<file path="src/rtl/regfile_write_arbiter_if.sv">
// Bus between the register-file write requesters and the write arbiter.
// The master side raises requests and the slave side returns grants and the registered write.
interface regfile_write_arbiter_if #(
  parameter int N_REQ  = 4,
  parameter int DATA_W = 32,
  parameter int ADDR_W = 4
);
  logic [N_REQ-1:0]        req;
  logic [N_REQ-1:0]        lock;
  logic [N_REQ*ADDR_W-1:0] addr;
  logic [N_REQ*DATA_W-1:0] data;
  logic                    hold;
  logic [N_REQ-1:0]        gnt;
  logic                    wr_valid;
  logic [ADDR_W-1:0]       wr_addr;
  logic [DATA_W-1:0]       wr_data;
  logic [(2**ADDR_W)-1:0]  we;

  modport master (
    output req, lock, addr, data, hold,
    input  gnt, wr_valid, wr_addr, wr_data, we
  );

  modport slave (
    input  req, lock, addr, data, hold,
    output gnt, wr_valid, wr_addr, wr_data, we
  );
endinterface

</file>
<file path="src/rtl/regfile_write_arbiter.sv">
// Round-robin arbiter for the single register-file write port, with burst locking.
// The grant is combinational; the winning write is registered one cycle later with a one-hot enable.
module regfile_write_arbiter #(
  parameter int N_REQ  = 4,
  parameter int DATA_W = 32,
  parameter int ADDR_W = 4
) (
  input logic                    clk_i,
  input logic                    reset_i,
  regfile_write_arbiter_if.slave bus
);
  localparam int PTR_W = (N_REQ > 1) ? $clog2(N_REQ) : 1;
  localparam int WE_W  = 2**ADDR_W;

  typedef enum logic {IDLE, LOCKED} state_t;

  state_t            state_q;
  logic [PTR_W-1:0]  ptr_q;
  logic [PTR_W-1:0]  owner_q;
  logic              wrValid_q;
  logic [ADDR_W-1:0] wrAddr_q;
  logic [DATA_W-1:0] wrData_q;
  logic [WE_W-1:0]   we_q;

  logic              gntAny;
  logic [PTR_W-1:0]  gntIdx;
  logic [PTR_W-1:0]  ptr_d;
  logic [ADDR_W-1:0] wrAddr_d;
  logic [DATA_W-1:0] wrData_d;
  logic [WE_W-1:0]   we_d;
  int                scanIdx;
  logic [PTR_W-1:0]  candIdx;

  // Scanning from the far end down lets the requester closest to ptr win by assigning last.
  always_comb begin
    gntAny  = 1'b0;
    gntIdx  = '0;
    scanIdx = 0;
    candIdx = '0;
    if (!reset_i && !bus.hold) begin
      if (state_q == IDLE) begin
        for (int k = N_REQ - 1; k >= 0; k--) begin
          scanIdx = int'(ptr_q) + k;
          if (scanIdx >= N_REQ) begin
            scanIdx = scanIdx - N_REQ;
          end
          candIdx = PTR_W'(scanIdx);
          if (bus.req[candIdx]) begin
            gntAny = 1'b1;
            gntIdx = candIdx;
          end
        end
      end else if (bus.req[owner_q]) begin
        gntAny = 1'b1;
        gntIdx = owner_q;
      end
    end
  end

  always_comb begin
    wrAddr_d = '0;
    wrData_d = '0;
    for (int i = 0; i < N_REQ; i++) begin
      if (gntIdx == PTR_W'(i)) begin
        wrAddr_d = bus.addr[i*ADDR_W +: ADDR_W];
        wrData_d = bus.data[i*DATA_W +: DATA_W];
      end
    end
    we_d = WE_W'(1) << wrAddr_d;
    if (gntIdx == PTR_W'(N_REQ - 1)) begin
      ptr_d = '0;
    end else begin
      ptr_d = gntIdx + PTR_W'(1);
    end
  end

  assign bus.gnt      = gntAny ? (N_REQ'(1) << gntIdx) : '0;
  assign bus.wr_valid = wrValid_q;
  assign bus.wr_addr  = wrAddr_q;
  assign bus.wr_data  = wrData_q;
  assign bus.we       = we_q;

  // Without a grant only the enable drops; address and data keep their last written value.
  always_ff @(posedge clk_i) begin
    if (reset_i) begin
      state_q   <= IDLE;
      ptr_q     <= '0;
      owner_q   <= '0;
      wrValid_q <= 1'b0;
      wrAddr_q  <= '0;
      wrData_q  <= '0;
      we_q      <= '0;
    end else begin
      wrValid_q <= gntAny;
      if (gntAny) begin
        wrAddr_q <= wrAddr_d;
        wrData_q <= wrData_d;
        we_q     <= we_d;
      end else begin
        we_q <= '0;
      end
      case (state_q)
        IDLE: begin
          if (gntAny) begin
            ptr_q <= ptr_d;
            if (bus.lock[gntIdx]) begin
              owner_q <= gntIdx;
              state_q <= LOCKED;
            end
          end
        end
        LOCKED: begin
          if (!bus.req[owner_q] || (gntAny && !bus.lock[owner_q])) begin
            state_q <= IDLE;
          end
        end
        default: state_q <= IDLE;
      endcase
    end
  end
endmodule

</file>
<file path="src/flat_wrapper.sv">
// flat-port wrapper written by rule: the top's interface ports become plain ports
module regfile_write_arbiter_flat 
#(
  parameter int N_REQ  = 4,
  parameter int DATA_W = 32,
  parameter int ADDR_W = 4
)
  (clk_i, reset_i, bus_req, bus_lock, bus_addr, bus_data, bus_hold, bus_gnt, bus_wr_valid, bus_wr_addr, bus_wr_data, bus_we);
  regfile_write_arbiter_if #(.N_REQ(N_REQ), .DATA_W(DATA_W), .ADDR_W(ADDR_W)) bus_i ();
  input logic clk_i;
  input logic reset_i;
  input wire logic [$bits(bus_i.req)-1:0] bus_req;
  input wire logic [$bits(bus_i.lock)-1:0] bus_lock;
  input wire logic [$bits(bus_i.addr)-1:0] bus_addr;
  input wire logic [$bits(bus_i.data)-1:0] bus_data;
  input wire logic [$bits(bus_i.hold)-1:0] bus_hold;
  output wire logic [$bits(bus_i.gnt)-1:0] bus_gnt;
  output wire logic [$bits(bus_i.wr_valid)-1:0] bus_wr_valid;
  output wire logic [$bits(bus_i.wr_addr)-1:0] bus_wr_addr;
  output wire logic [$bits(bus_i.wr_data)-1:0] bus_wr_data;
  output wire logic [$bits(bus_i.we)-1:0] bus_we;
  assign bus_i.req = bus_req;
  assign bus_i.lock = bus_lock;
  assign bus_i.addr = bus_addr;
  assign bus_i.data = bus_data;
  assign bus_i.hold = bus_hold;
  assign bus_gnt = bus_i.gnt;
  assign bus_wr_valid = bus_i.wr_valid;
  assign bus_wr_addr = bus_i.wr_addr;
  assign bus_wr_data = bus_i.wr_data;
  assign bus_we = bus_i.we;
  regfile_write_arbiter #(.N_REQ(N_REQ), .DATA_W(DATA_W), .ADDR_W(ADDR_W)) u_core (.clk_i(clk_i), .reset_i(reset_i), .bus(bus_i));
endmodule
</file>
<file path="config.mk">
export PLATFORM = sky130hd
export DESIGN_NAME = regfile_write_arbiter_flat
export DESIGN_NICKNAME = d
export VERILOG_FILES = /design/src/rtl/regfile_write_arbiter_if.sv /design/src/rtl/regfile_write_arbiter.sv /design/src/flat_wrapper.sv
export SDC_FILE = /design/constraint.sdc
export NUM_CORES = 1
export LEC_CHECK = 0
export CAP_MARGIN = 20
export CORE_MARGIN = 2
export CORE_UTILIZATION = 25
export DETAILED_ROUTE_END_ITERATION = 12
export SLEW_MARGIN = 15
export SYNTH_ARGS = -nofsm -noshare
export SYNTH_HDL_FRONTEND = slang
export SYNTH_SLANG_ARGS = --single-unit
</file>
<file path="constraint.sdc">
create_clock -name clk_i -period 5.59 [get_ports clk_i]
set_input_delay 0.559 -clock clk_i [delete_from_list [all_inputs] [get_ports clk_i]]
set_output_delay 0.559 -clock clk_i [all_outputs]
set_load 0.1 [all_outputs]
</file>
# ---- Yosys cells after proc, flatten, opt, wreduce, memory -nomap -nowiden
# Index checks and enable logic that the tools add are counted.
dict set report totals {
  out_inout_bits 57
  ff_bits 58
  inputBits 155
  wordCells 97
}
dict set report classes {
  n_reduce_logical 11
  n_mux 54
  n_lt_le_gt_ge 10
  n_shift 2
  n_addsub 8
  bitwise 2
  n_eq_ne 3
}
# operator n
set op_table {}
lappend op_table {{$mux 32} 4}
lappend op_table {{$mux 2} 20}
lappend op_table {{$mux 4} 5}
lappend op_table {{$lt 2x3->1 const B} 6}
lappend op_table {{$mux 1} 17}
lappend op_table {{$shl 1x4->16 const A} 1}
lappend op_table {{$bmux 1 s2} 7}
lappend op_table {{$ge 3x3->1 const B} 3}
lappend op_table {{$sub 2x1->2 const B} 4}
lappend op_table {{$add 2x2->3 const B} 2}
lappend op_table {{$eq 2x2->1 const B} 2}
lappend op_table {{$logic_not 1->1} 4}
lappend op_table {{$shl 1x2->4 const A} 1}
lappend op_table {{$add 2x1->3 const B} 1}
lappend op_table {{$ge 2x3->1 const B} 1}
lappend op_table {{$reduce_and 3->1} 1}
lappend op_table {{$add 2x1->2 const B} 1}
lappend op_table {{$eq 2x1->1 const B} 1}
lappend op_table {{$logic_and 1x1->1} 2}
lappend op_table {{$logic_not 2->1} 1}
lappend op_table {{$not 1->1} 2}
lappend op_table {{$pmux 1 s2} 1}
lappend op_table {{$reduce_and 2->1} 1}
lappend op_table {{$reduce_or 2->1} 1}
lappend op_table {{$logic_or 1x1->1} 1}

# ---- Logic depth before layout (Yosys ltp)
# Gate-level depths: netlist of the first run.
dict set report depth {
  word_depth 19
  mapped_depth 15
  ltp_nobuf 12
}

# ---- Least setup slack after synthesis of the first run
# No wires, ideal clock.
dict set report synth_timing {
  path_type {input port to output port}
  startpoint {input reset_i}
  endpoint {output bus_gnt[3]}
  t_arrival_ns 3.782
  path_buffers 3
  path_slack_ns 1.249
  t_required_ns 5.031
  path_stages 10
  path_cell_list {nor4_4 > o31ai_2 > o21a_4 > inv_1 > ha_1 > clkbuf_1 > clkbuf_1 > clkbuf_1 > inv_1 > nor2_1}
}
dict set report synth_between {
  elab_chain_cells 5
  word_cells_on_any_way 6
  classes_between {shift (1); mux (3); reduce/logical (2)}
}
# element line_no
set synth_rtl {}
lappend synth_rtl {{start: declaration} flat_wrapper.sv:11} ;# input logic reset_i;
lappend synth_rtl {{$logic_not 1->1} regfile_write_arbiter.sv:40} ;# if (!reset_i && !bus.hold) begin
lappend synth_rtl {{$logic_and 1x1->1} regfile_write_arbiter.sv:40}
lappend synth_rtl {{$mux 2} regfile_write_arbiter.sv:40}
lappend synth_rtl {{via u_core.gntIdx[0]} regfile_write_arbiter.sv:26} ;# logic [PTR_W-1:0] gntIdx;
lappend synth_rtl {{$shl 1x2->4} regfile_write_arbiter.sv:77} ;# assign bus.gnt = gntAny ? (N_REQ'(1) << gntIdx) : '0;
lappend synth_rtl {{$mux 4} regfile_write_arbiter.sv:77}
lappend synth_rtl {{end: declaration} flat_wrapper.sv:17} ;# output wire logic [$bits(bus_i.gnt)-1:0] bus_gnt;
# The timed path passes the listed nets, and every way through them passes these cells.

# ---- Final worst setup path of the first run
# Same ends and word-level chain as after synthesis.

==> impl_metrics.json, run 1 <==
{
  "cts_tree": "built",
  "cts_buffers": 9,
  "max-clock-path-buffers": 2,
  "ys.flop_type": "dfxtp_1",
  "ioPinCount": 212,
  "fmaxAchievable_mhz": 241,
  "arrival_ns": 3.59,
  "synth_seq_cells": 58,
  "cpMaxStageDelayCell": "ha_2",
  "track_usage_pct": 16.9,
  "power_leakage_nw": 2.00,
  "syn_inst": 399,
  "drt_pre_antenna_iters": 7,
  "min_period_over_period_pct": 74.2,
  "cts_setup_buffers": 0,
  "die_w_microns": 118,
  "vias": 3773,
  "io_buffer_count": 211,
  "diodes": 0,
  "drcViolationCount": 0,
  "setup_violations": 0,
  "vias_per_cell": 4.94,
  "whs_ns": 0.478,
  "synth_cell_types": 39,
  "rsz0062_at_grt": "false",
  "grt_start_max_net_pins": 71,
  "n_fill_cell": 1242,
  "grt_antenna_before_repair": 0,
  "finClkSkew_ns": 0.00424,
  "status": "complete, no violations",
  "nets": 746,
  "dieArea_sq_mm": 0.0140,
  "end_kind": "output pin",
  "final_area_sq_mm": 0.00574,
  "wl_microns": 12100,
  "p_total_mw": 1.56,
  "regArea_sq_mm": 0.00116,
  "path_buf_inv": 5,
  "dp_hpwl_microns": 8970,
  "hold_violations": 0,
  "min_period_ns": 4.15,
  "crit_family": "buffers and inverters",
  "cp-start-kind": "primary input",
  "path_cells": "clkdlybuf4s50_1 -> buf_4 -> nor4_4 -> o31ai_2 -> o21a_4 -> inv_1 -> ha_2 -> inv_1 -> nor2_1 -> buf_4",
  "grt_pass1_wl_microns": 18900,
  "place_congestion": 0.848,
  "place_area_sq_mm": 0.00547,
  "syn-cell-area_sq_mm": 0.00326,
  "multiInputGateArea_sq_mm": 0.00193,
  "fp.coreArea_sq_mm": 0.0127,
  "synth-async-reset-ratio_pct": 0,
  "first_iter_violations": 211,
  "overflow": 0,
  "slew_violations": 0,
  "areaGrowthSynthToFinish_pct": 76.3,
  "routedWlPerCell_microns": 15.9,
  "initial_core_util_pct": 25.7,
  "root_buffer": "clkbuf_16",
  "worst_pin_slew_ns": 1.06,
  "cts_num_sinks": 58,
  "synth_edf_count": 0,
  "slew_headroom_pct": 29.2,
  "syn_nets": 558,
  "die_h_microns": 118,
  "cts.hold.buffers_added": 0,
  "crit_required_ns": 5.03,
  "powerDensity_mw_per_mm2": 272,
  "crit_fanout": 43,
  "path_clk_slew_ns": 0.05,
  "grt_pass1_vias": 3633,
  "ctsHtreeMaxLevel": 3,
  "cts.repair.resized": 0,
  "maxCapViolations": 0,
  "irDropWorstVdd_v": 0.000110,
  "holdCritPathClass": "register to register",
  "criticalPathCategory": "primary input to output pin",
  "fp-row-count": 41,
  "slowest_delay_ns": 0.70,
  "synth_warnings": 0,
  "ys_seq_area_share_pct": 35.6,
  "fin_tns_setup_ns": 0,
  "final_antenna_net_count": 0,
  "avgSynthCellArea_sq_um": 8.17,
  "layout-drive-gt1-share_pct": 6.42,
  "clk_latency_ns": 0.32
}
-- cells in the final DEF (no fill, tap or decap), types with 3 or more instances in the layout --
cell type,count
o21ai_0,11
inv_1,6
nand2_1,6
dfxtp_1,58
nand2b_1,3
o21ai_1,24
a21oi_1,41
clkinv_2,3
a211oi_1,3
nand3b_1,36
clkdlybuf4s50_1,207
buf_4,9
nor3_1,40
a31oi_1,4
nor3b_1,9
nor2b_1,38
nor2_1,14
clkinvlp_4,3
a221oi_1,36
and2_1,3
nand3_1,3
clkbuf_16,9
-- kinds of logic (layout without fill, tap and decap cells) --
kind of cell | count (synthesis) | in the layout | share of synthesized area, %
and+or+nand+nor | 158 | 158 | 29.7
adders and majority gates | 4 | 4 | 1.54
DFF | 58 | 58 | 35.6
AOI/OAI and AO/OA | 129 | 129 | 25.6
buffers and inverters | 46 | 239 | 5.76
muxes | 4 | 4 | 1.77
-- synthesized netlist by cell type (all sizes together), types with 7 or more instances --
cell type | n | share of area [%]
dfxtp | 58 | 36
nor2 | 14 | 1.6
buf | 8 | 1.4
inv | 7 | 0.81
a21oi | 41 | 6.3
nor3 | 40 | 6.1
a221oi | 36 | 9.7
o21ai | 36 | 5.6
nor3b | 9 | 2.1
clkbuf | 31 | 3.6
nand3b | 36 | 8.3
nor2b | 39 | 7.5
-- state kept, by name, indices dropped and copies added (netlist names) --
signal               cells
u_core.bus.we           16
u_core.bus.wr_addr       4
u_core.bus.wr_data      32
u_core.bus.wr_valid      1
u_core.owner_q           2
u_core.ptr_q             2
u_core.state_q           1
-- report_power, final --
group / total [mW] / leakage, nW / switching, mW / internal [mW]
clock: 0.495 / 0.127 / 0.197 / 0.297
combinational: 0.599 / 1.39 / 0.377 / 0.222
sequential: 0.467 / 0.475 / 0.0198 / 0.447
total: 1.56 / 2.00 / 0.594 / 0.966
-- worst register-to-register path, cell delays in order (launching register included) --
cell	delay (ns)
dfxtp_1	0.42
nand2_1	0.11
a221o_1	0.32
a31oi_1	0.28
nand2b_1	0.21
ha_1	0.20
nor2b_4	0.77
a221oi_1	0.18
nor3_1	0.18
a21oi_1	0.11
or3_1	0.49
nor3b_1	0.22
-- final timing paths --
check | start | to | slack (ns) | cells past startpoint
worst min register to register | u_core.bus.wr_data[8]$_SDFFE_PP0P_ | u_core.bus.wr_data[8]$_SDFFE_PP0P_ | 0.48 | 2
worst min-delay path | u_core.bus.wr_data[8]$_SDFFE_PP0P_ | u_core.bus.wr_data[8]$_SDFFE_PP0P_ | 0.48 | 2
worst max register to register | u_core.ptr_q[1]$_SDFFE_PP0P_ | u_core.bus.we[14]$_SDFF_PP0_ | 2.01 | 11
worst max-delay path | reset_i | bus_gnt[3] | 1.44 | 10
-- cell type report --
cell class	count	area share, %
Timing Repair Buffer	216	37.3
Clock buffer	9	3.92
Tap cell	172	3.75
Inverter	7	0.458
Clock inverter	7	0.806
Multi-Input combinational cell	295	33.6
Sequential cell	58	20.2
-- per-layer routing --
layer / wire length (microns) / GRT usage [%] / vias up
met3: 1100 / 6.42 / 10
met1: 5260 / 20.8 / 1746
met2: 5640 / 27.6 / 154
li1: - / - / 1863
met4: 128 / 4.37 / 0
met5: 0 / 0 / -
-- per-stage QoR --
stage                     utilization (%)  instances  setup slack [ns]
after floorplan                         -        399              1.25
after global placement               43.2        748              1.38
after detailed placement             43.2        748              1.28
after CTS                            45.3        764              1.44
after global routing                 45.3        764              1.24
final                                45.3        764              1.44
Power figures use the tool's default switching activity.
==> inputs of run 2 (changes only) <==
==> constraint.sdc (replaced) <==
create_clock -name clk_i -period 3.34 [get_ports clk_i]
set_input_delay 0.334 -clock clk_i [delete_from_list [all_inputs] [get_ports clk_i]]
set_output_delay 0.334 -clock clk_i [all_outputs]
set_load 0.1 [all_outputs]
==> impl_metrics.json, run 2 (synthesized netlist as in run 1, its figures left out) <==
{
  "min-delay-start": "u_core.bus.wr_data[2]$_SDFFE_PP0P_",
  "hold_violations": 0,
  "grt_start_max_net_pins": 52,
  "crit_required_ns": 3.01,
  "grt_antenna_before_repair": 0,
  "r2r-end": "u_core.bus.we[10]$_SDFF_PP0_",
  "min_period_ns": 3.18,
  "overflow": 0,
  "initial_core_util_pct": 25.7,
  "path_clk_slew_ns": 0.05,
  "cts.repair.resized": 0,
  "die_w_microns": 118,
  "wl_microns": 12000,
  "ioPinCount": 212,
  "cts_buffers": 9,
  "max-clock-path-buffers": 2,
  "final_common_cell": "clkdlybuf4s50_1",
  "rsz0062_at_grt": "false",
  "path_cells": "clkdlybuf4s50_1 -> nor2b_1 -> a221o_1 -> a31oi_1 -> nand2b_1 -> ha_2 -> buf_4 -> and2_1 -> buf_12",
  "arrival_ns": 2.85,
  "finClkSkew_ns": 0.00817,
  "timing.rr.start": "u_core.ptr_q[1]$_SDFFE_PP0P_",
  "crit_fanout": 26,
  "dieArea_sq_mm": 0.0140,
  "slowest_delay_ns": 0.58,
  "die_h_microns": 118,
  "holdCritPathClass": "register to register",
  "drt_pre_antenna_iters": 5,
  "final_antenna_net_count": 0,
  "place_ws_ns": -0.000211,
  "slew_violations": 0,
  "drcViolationCount": 0,
  "slew_headroom_pct": 27.9,
  "final-instance-count-excl-fill": 777,
  "p_total_mw": 2.88,
  "reg2reg_slack_ns": 0.48,
  "fp-row-count": 41,
  "cts_tree": "built",
  "power_leakage_nw": 2.12,
  "clk_latency_ns": 0.32,
  "grt_pass1_vias": 3732,
  "largest_reg_flops": 32,
  "cp-startpoint": "bus_req[1]",
  "irDropWorstVdd_v": 0.000245,
  "io_buffer_count": 211,
  "maxCapViolations": 0,
  "first_iter_violations": 208,
  "layout_common_cells": "clkdlybuf4s50_1, dfxtp_1, a21oi_1, nor3_1, nor2b_1",
  "post-route-util_pct": 47.4,
  "ctsHtreeMaxLevel": 3,
  "criticalPathCategory": "primary input to output pin",
  "min_period_over_period_pct": 95.2,
  "root_buffer": "clkbuf_16",
  "fp.coreArea_sq_mm": 0.0127,
  "status": "complete, no violations",
  "fmaxAchievable_mhz": 315,
  "worst_pin_slew_ns": 1.08,
  "hold_end": "u_core.bus.wr_data[2]$_SDFFE_PP0P_",
  "diodes": 0,
  "cp-start-kind": "primary input",
  "whs_ns": 0.478,
  "powerDensity_mw_per_mm2": 479,
  "track_usage_pct": 16.9,
  "dp_hpwl_microns": 9180,
  "grt_pass1_wl_microns": 18900,
  "cpMaxStageDelayCell": "clkdlybuf4s50_1",
  "fin_ws_ns": 0.160,
  "end_kind": "output pin",
  "r2r_cells": 11,
  "vias": 3750,
  "place_congestion": 0.840,
  "dp.cells": 761,
  "areaGrowthSynthToFinish_pct": 84.4,
  "layout-drive-gt1-share_pct": 8.76,
  "cts_num_sinks": 58,
  "setup_violations": 0,
  "cts.hold.buffers_added": 0,
  "hold_path_depth": 2,
  "cts_setup_buffers": 0,
  "vias_per_cell": 4.83,
  "routedWlPerCell_microns": 15.4,
  "nets": 759
}
[run 2: stage by stage]
step	TNS (ns)	cell area, sq um
2_1_floorplan	0	3270
3_3_place_gp	0	5650
3_5_place_dp	-0.000211	5650
4_1_cts	0	6000
5_1_grt	0	6010
6_report	0	6010
[run 2: power by group]
part	internal, mW	switching [mW]	total (mW)
clock network	0.734	0.339	1.07
logic	0.391	0.633	1.02
registers	0.749	0.0337	0.782
total	1.87	1.01	2.88
[run 2: how the worst max path moves through the flow]
stage,endpoint,slack [ns],cells past startpoint
floorplan,bus_gnt[3],0.14,10
global placement,u_core.bus.we[10]$_SDFF_PP0_,0.1,12
detailed placement,u_core.bus.we[10]$_SDFF_PP0_,-0.0002,12
CTS,bus_gnt[1],0.15,9
global route,bus_gnt[1],0.04,9
finish,bus_gnt[1],0.16,9
[run 2: final cells by class]
class / count / area, sq um
repair buffers: 229 / 2320
well taps: 172 / 215
clock buffers: 9 / 225
fillers: 1258 / 6660
clock inverters: 7 / 125
multi-input cells: 295 / 1940
inverters: 7 / 26.3
flip-flops and latches: 58 / 1160
[run 2: metal layers]
layer	GRT usage (%)	vias up	part of all wire [%]
met5	0	-	0
met4	5.05	0	2.0
met3	6.37	21	9.6
met2	28.1	174	45
met1	20.1	1668	43
li1	-	1887	-
[run 2: critical path: cells and delay by family]
kind / cells / cell delay (ns)
AND/OR/NAND/NOR: 3 / 0.52
buffers and inverters: 3 / 1.09
adder cells (fa/ha/maj): 1 / 0.29
AO/OA/AOI/OAI: 2 / 0.61
